### config.mk
export PLATFORM = sky130hd
export DESIGN_NAME = ball_motion_square
export DESIGN_NICKNAME = d
export VERILOG_FILES = /design/src/rtl/ball_motion_square.sv
export SDC_FILE = /design/constraint.sdc
export NUM_CORES = 1
export LEC_CHECK = 0
export ABC_CLOCK_PERIOD_IN_PS = 7250
export BUFFER_PORTS_ARGS = -buffer_cell sky130_fd_sc_hd__buf_2
export CORE_UTILIZATION = 60
export DETAILED_ROUTE_END_ITERATION = 8
export MAX_ROUTING_LAYER = met4
export PLACE_DENSITY_LB_ADDON = 0.1
export SYNTH_ARGS = -nofsm -noshare
export SYNTH_HDL_FRONTEND = slang
export SYNTH_SLANG_ARGS = --single-unit
### constraint.sdc
create_clock -name clk -period 7.25 [get_ports clk]
set_input_delay 1.45 -clock clk [delete_from_list [all_inputs] [get_ports clk]]
set_output_delay 1.45 -clock clk [all_outputs]
set_load 0.05 [all_outputs]
### src/rtl/ball_motion_square.sv
// Sprite motion stage: owns fixed-point position/velocity of the smiley sprite,
// applies gravity and wall bounces once per frame, and emits a registered
// per-pixel inside/offset result for the downstream bitmap stage.
module ball_motion_square #(
    parameter int OBJECT_WIDTH_X         = 64,
    parameter int OBJECT_HEIGHT_Y        = 32,
    parameter int SCREEN_W               = 640,
    parameter int SCREEN_H               = 480,
    parameter int INIT_X                 = 280,
    parameter int INIT_Y                 = 100,
    parameter int FIXED_POINT_MULTIPLIER = 64,
    parameter int LAUNCH_VX              = 128,
    parameter int LAUNCH_VY              = -256,
    parameter int GRAVITY                = 8,
    parameter int MAX_VY                 = 1024,
    parameter int RESPAWN_FRAMES         = 60
) (
    input  logic               clk,
    input  logic               resetN,
    input  logic               startOfFrame_i,
    input  logic [10:0]        pixelX_i,
    input  logic [10:0]        pixelY_i,
    input  logic               launch_i,
    output logic [10:0]        offsetX_o,
    output logic [10:0]        offsetY_o,
    output logic               InsideRectangle_o,
    output logic signed [10:0] topLeftX_o,
    output logic signed [10:0] topLeftY_o,
    output logic               ball_lost_o
);

    typedef enum logic [1:0] {StReady, StMoving, StLost} state_e;

    localparam int Shift = $clog2(FIXED_POINT_MULTIPLIER);
    localparam int CntW  = (RESPAWN_FRAMES > 1) ? $clog2(RESPAWN_FRAMES) : 1;

    localparam logic signed [31:0] InitXFix  = 32'(INIT_X * FIXED_POINT_MULTIPLIER);
    localparam logic signed [31:0] InitYFix  = 32'(INIT_Y * FIXED_POINT_MULTIPLIER);
    localparam logic signed [31:0] RightFix  = 32'((SCREEN_W - OBJECT_WIDTH_X) *
                                                   FIXED_POINT_MULTIPLIER);
    localparam logic signed [31:0] FloorFix  = 32'(SCREEN_H * FIXED_POINT_MULTIPLIER);
    localparam logic signed [31:0] Gravity   = 32'(GRAVITY);
    localparam logic signed [31:0] MaxVy     = 32'(MAX_VY);
    localparam logic signed [31:0] MinVy     = 32'(-MAX_VY);
    localparam logic signed [15:0] MaxVy16   = 16'(MAX_VY);
    localparam logic signed [15:0] MinVy16   = 16'(-MAX_VY);
    localparam logic signed [15:0] LaunchVx  = 16'(LAUNCH_VX);
    localparam logic signed [15:0] LaunchVy  = 16'(LAUNCH_VY);
    localparam logic signed [11:0] WidthS    = 12'(OBJECT_WIDTH_X);
    localparam logic signed [11:0] HeightS   = 12'(OBJECT_HEIGHT_Y);
    localparam logic [CntW-1:0]    CntLast   = CntW'(RESPAWN_FRAMES - 1);

    state_e                state_q, state_d;
    logic signed [31:0]    pos_x_q, pos_x_d, pos_y_q, pos_y_d;
    logic signed [15:0]    vel_x_q, vel_x_d, vel_y_q, vel_y_d;
    logic [CntW-1:0]       cnt_q, cnt_d;

    logic signed [31:0]    vel_x_ext, vel_y_ext, step_x, step_y, vy_sum;
    logic signed [15:0]    vy_new, vx_pos, vx_neg, vy_pos;

    logic signed [11:0]    tl_x_ext, tl_y_ext, pix_x_ext, pix_y_ext, x_end, y_end;
    logic                  inside_d, inside_q;
    logic [10:0]           offset_x_d, offset_x_q, offset_y_d, offset_y_q;

    // Pixel coordinates of the sprite: arithmetic divide by the fixed-point scale.
    assign topLeftX_o = pos_x_q[Shift +: 11];
    assign topLeftY_o = pos_y_q[Shift +: 11];

    // Motion state register; everything only moves on the start-of-frame pulse.
    always_ff @(posedge clk or negedge resetN) begin
        if (!resetN) begin
            state_q <= StReady;
            pos_x_q <= InitXFix;
            pos_y_q <= InitYFix;
            vel_x_q <= '0;
            vel_y_q <= '0;
            cnt_q   <= '0;
        end else begin
            state_q <= state_d;
            pos_x_q <= pos_x_d;
            pos_y_q <= pos_y_d;
            vel_x_q <= vel_x_d;
            vel_y_q <= vel_y_d;
            cnt_q   <= cnt_d;
        end
    end

    // Next-state: launch, per-frame integration with bounces, floor loss and respawn.
    always_comb begin
        state_d = state_q;
        pos_x_d = pos_x_q;
        pos_y_d = pos_y_q;
        vel_x_d = vel_x_q;
        vel_y_d = vel_y_q;
        cnt_d   = cnt_q;

        vel_x_ext = {{16{vel_x_q[15]}}, vel_x_q};
        vel_y_ext = {{16{vel_y_q[15]}}, vel_y_q};
        step_x    = pos_x_q + vel_x_ext;
        step_y    = pos_y_q + vel_y_ext;
        vy_sum    = vel_y_ext + Gravity;
        if (vy_sum > MaxVy) begin
            vy_new = MaxVy16;
        end else if (vy_sum < MinVy) begin
            vy_new = MinVy16;
        end else begin
            vy_new = vy_sum[15:0];
        end
        vx_pos = vel_x_q[15] ? -vel_x_q : vel_x_q;
        vx_neg = -vx_pos;
        vy_pos = vy_new[15] ? -vy_new : vy_new;

        if (startOfFrame_i) begin
            unique case (state_q)
                StReady: begin
                    if (launch_i) begin
                        vel_x_d = LaunchVx;
                        vel_y_d = LaunchVy;
                        state_d = StMoving;
                    end
                end
                StMoving: begin
                    pos_x_d = step_x;
                    pos_y_d = step_y;
                    vel_y_d = vy_new;
                    if (step_x < 32'sd0) begin
                        pos_x_d = '0;
                        vel_x_d = vx_pos;
                    end
                    if (step_x > RightFix) begin
                        pos_x_d = RightFix;
                        vel_x_d = vx_neg;
                    end
                    // Floor wins over the ceiling; velocities are dropped on loss.
                    if (step_y >= FloorFix) begin
                        state_d = StLost;
                        cnt_d   = '0;
                        vel_x_d = '0;
                        vel_y_d = '0;
                    end else if (step_y < 32'sd0) begin
                        pos_y_d = '0;
                        vel_y_d = vy_pos;
                    end
                end
                StLost: begin
                    if (cnt_q == CntLast) begin
                        state_d = StReady;
                        pos_x_d = InitXFix;
                        pos_y_d = InitYFix;
                        cnt_d   = '0;
                    end else begin
                        cnt_d = cnt_q + 1'b1;
                    end
                end
                default: state_d = StReady;
            endcase
        end
    end

    // Output decode: hit test against the pre-update position, signed so negatives never wrap.
    always_comb begin
        tl_x_ext    = {topLeftX_o[10], topLeftX_o};
        tl_y_ext    = {topLeftY_o[10], topLeftY_o};
        pix_x_ext   = {1'b0, pixelX_i};
        pix_y_ext   = {1'b0, pixelY_i};
        x_end       = tl_x_ext + WidthS;
        y_end       = tl_y_ext + HeightS;
        inside_d    = (pix_x_ext >= tl_x_ext) && (pix_x_ext < x_end) &&
                      (pix_y_ext >= tl_y_ext) && (pix_y_ext < y_end) &&
                      (state_q != StLost);
        offset_x_d  = inside_d ? (pixelX_i - topLeftX_o) : 11'd0;
        offset_y_d  = inside_d ? (pixelY_i - topLeftY_o) : 11'd0;
        ball_lost_o = (state_q == StLost);
    end

    // One-cycle pixel pipeline register.
    always_ff @(posedge clk or negedge resetN) begin
        if (!resetN) begin
            inside_q   <= 1'b0;
            offset_x_q <= '0;
            offset_y_q <= '0;
        end else begin
            inside_q   <= inside_d;
            offset_x_q <= offset_x_d;
            offset_y_q <= offset_y_d;
        end
    end

    assign InsideRectangle_o = inside_q;
    assign offsetX_o         = offset_x_q;
    assign offsetY_o         = offset_y_q;

endmodule

==> run metrics <==
status finished, final reports clean; Synth Area in Compound Gates 0.265; DRC viols 0; portion of netlist area occupied by mux cells 0.00570; Hold Path Depth 2; gpl congestion 0.987; CTS tree done; via count 10.8k; largest family of logic cells by synthesized area compound AO/OA/AOI/OAI gates; antenna violations before repair 1; area of the core 18600 um^2; pwr dens 455 nW/um^2; Crit Path Category reg2reg; # hold bufs at CTS 0; Worst R2R Setup Slack 2.12 ns; via/cell ratio 6.45; Crit. End Element register; final setup violation count 0; worst reg-to-reg path cell count 13; Die Area 19600 um^2; WP data arrival 5.44 ns; CP Launch Type register; main flop type after synthesis dfrtp_1; RSZ-0062 raised after global routing no; Final Hold Viols 0; placed cell count 1650; vias in the first global route 9873; Min-Delay Path Class reg2reg; Power, Total 5.60 mW; layout cells sized above 1 0.0961; global-route wire length before repair 51000 um; Post-DRT Antenna Nets 0; Pleak 5.55 nW; most numerous cell in the Yosys netlist nand2_1; Ys Warns 0; P&R area growth vs syn 7.99%; Tcrit/Tclk final 0.707; dpl hpwl 23900 um; #FFs+latches synth 125; clock root buffer clkbuf_16; largest net degree at the start of global routing 57; Max Fclk 195 MHz; Initial Util 0.612; Slew Viols, Final 0; Die Width 140 um; Worst Path Max Fanout 33; slew margin rel. 0.195; Reg clk slew, reported paths 0.06 ns; Synth top area share 0.261; synthesized cell area 11400 um^2; most frequent cells after synthesis nand2_1 (125), a21oi_1 (123), dfrtp_1 (119); clock sinks 125; WL per Instance 18.7 um; Mapped Nets 1546; sequential area share after synthesis 0.275; DR iter-0 viols 884; Synth area leader dfrtp_1; Clock Latency Late Sink 0.43 ns; maximum vdd drop 0.338 mV; Required @ worst endpoint 7.56 ns; Initial DRT Pass Iterations 5; Synth Area in Simple Gates 0.201; Mapped Avg Cell Area 8.09 um^2; synthesized instance count 1411; post-synth cell types 82; setup tns final 0 ns; gr ovfl total 0; All-Layer GR Usage 0.337; I/O pin count 72; total wire length 31400 um; post-cts resize count 0; Cell Count, Final, Fillers Out 1681; synthesized-area fraction occupied by adder cells 0.122; Bufs on Longest Clock Path 2; area share of xor/xnor cells in the synthesized design 0.0737; PortBufs 71; Post-CTS Repair Setup Buffers 0; EDFF count, synth 0; Final min period 5.13 ns; Fill cells 1618; nets@finish 1570; Tightest Pin Transition 1.20 ns; clock buffer count from CTS 17; Die Y 140 um; Clock H-tree levels 4; Final Util 0.661; Placement Rows 50; largest cells by area after synthesis dfrtp_1 (26%), ha_1 (12%), a21oi_1 (5.4%); Post-synth ARST share 1.00; max_cap viols 0; clock skew 0.0119 ns
metrics by stage:
step           instance area, um^2  hold slack [ns]  setup slack [ns]
2_1_floorplan                11400            0.456              2.89
3_3_place_gp                 11800            0.474              2.28
3_5_place_dp                 11800            0.478              2.21
4_1_cts                      12300            0.494              2.19
5_1_grt                      12300            0.502              1.67
6_report                     12300            0.487              2.12
critical path, cell delays in order, from the launching register on:
cell	delay [ns]
dfrtp_1	0.32
buf_4	0.33
ha_1	0.41
a21oi_1	0.24
o21ai_0	0.17
a211oi_1	0.63
o221ai_1	0.23
a311oi_1	0.29
nand4_1	0.15
nor4_1	0.59
and2_1	0.71
a211o_1	0.51
nor2_1	0.08
a221o_1	0.33
power breakdown:
part	leakage, nW	internal, mW	switching, mW	total (mW)
Combinational	3.63	1.35	2.29	3.64
Clock	0.259	0.503	0.342	0.845
Sequential	1.66	0.868	0.248	1.12
Total	5.55	2.72	2.88	5.60
metal layers:
layer | share of wire | vias up | track usage | routed length (um)
met5 | 0 | - | - | 0
met2 | 0.42 | 422 | 0.476 | 13100
met4 | 0.018 | 0 | 0.0891 | 558
li1 | - | 5223 | - | -
met3 | 0.086 | 55 | 0.0704 | 2680
met1 | 0.48 | 5144 | 0.486 | 15000
placed cells by master, fill, tap and decap left out, types with 16 or more instances in the layout:
cell,Yosys,routed
nand2_1,125,124
a21oi_1,123,123
dfrtp_1,119,119
nor2_1,115,115
o21ai_0,106,106
ha_1,105,105
inv_1,74,74
buf_2,2,70
xnor2_1,63,63
nor3_1,38,38
xor2_1,33,33
nand4_1,32,32
a21o_1,32,32
nand3_1,31,31
and2_1,25,25
a22o_1,25,25
a211oi_1,20,20
o21a_1,19,19
clkbuf_16,0,17
o211ai_1,16,16
final timing paths:
check | from | end
setup / recovery | vel_x_q[15] | vel_x_q[8]
setup reg to reg | vel_x_q[15] | vel_x_q[8]
hold / removal | pos_y_q[4] | pos_y_q[4]
max in group asynchronous | resetN | cnt_q[2]
min in group asynchronous | resetN | pos_y_q[10]
hold reg to reg | pos_y_q[4] | pos_y_q[4]
flip-flops by register name (all words and copies together) (netlist names):
signal	count
cnt_q	6
InsideRectangle_o	1
pos_x_q	31
offsetY_o	11
pos_y_q	32
state_q	2
vel_x_q	15
vel_y_q	16
offsetX_o	11
final cells by class:
type                    count  area [um^2]  area share
well taps                 234          293      0.0238
diodes                      1         2.50    0.000203
multi-input cells        1137         7620       0.618
repair buffers             80          425      0.0345
flip-flops and latches    125         3140       0.254
clock buffers              17          425      0.0345
clock inverters            13          145      0.0118
inverters                  74          278      0.0225
logic make-up after synthesis:
group,after synthesis
simple gates,464
compound gates,461
buf+inv,149
flops,125
fa+ha+maj,109
xor+xnor,96
mux,6
other cells,1
No activity file was read; power rests on OpenSTA's default activity.
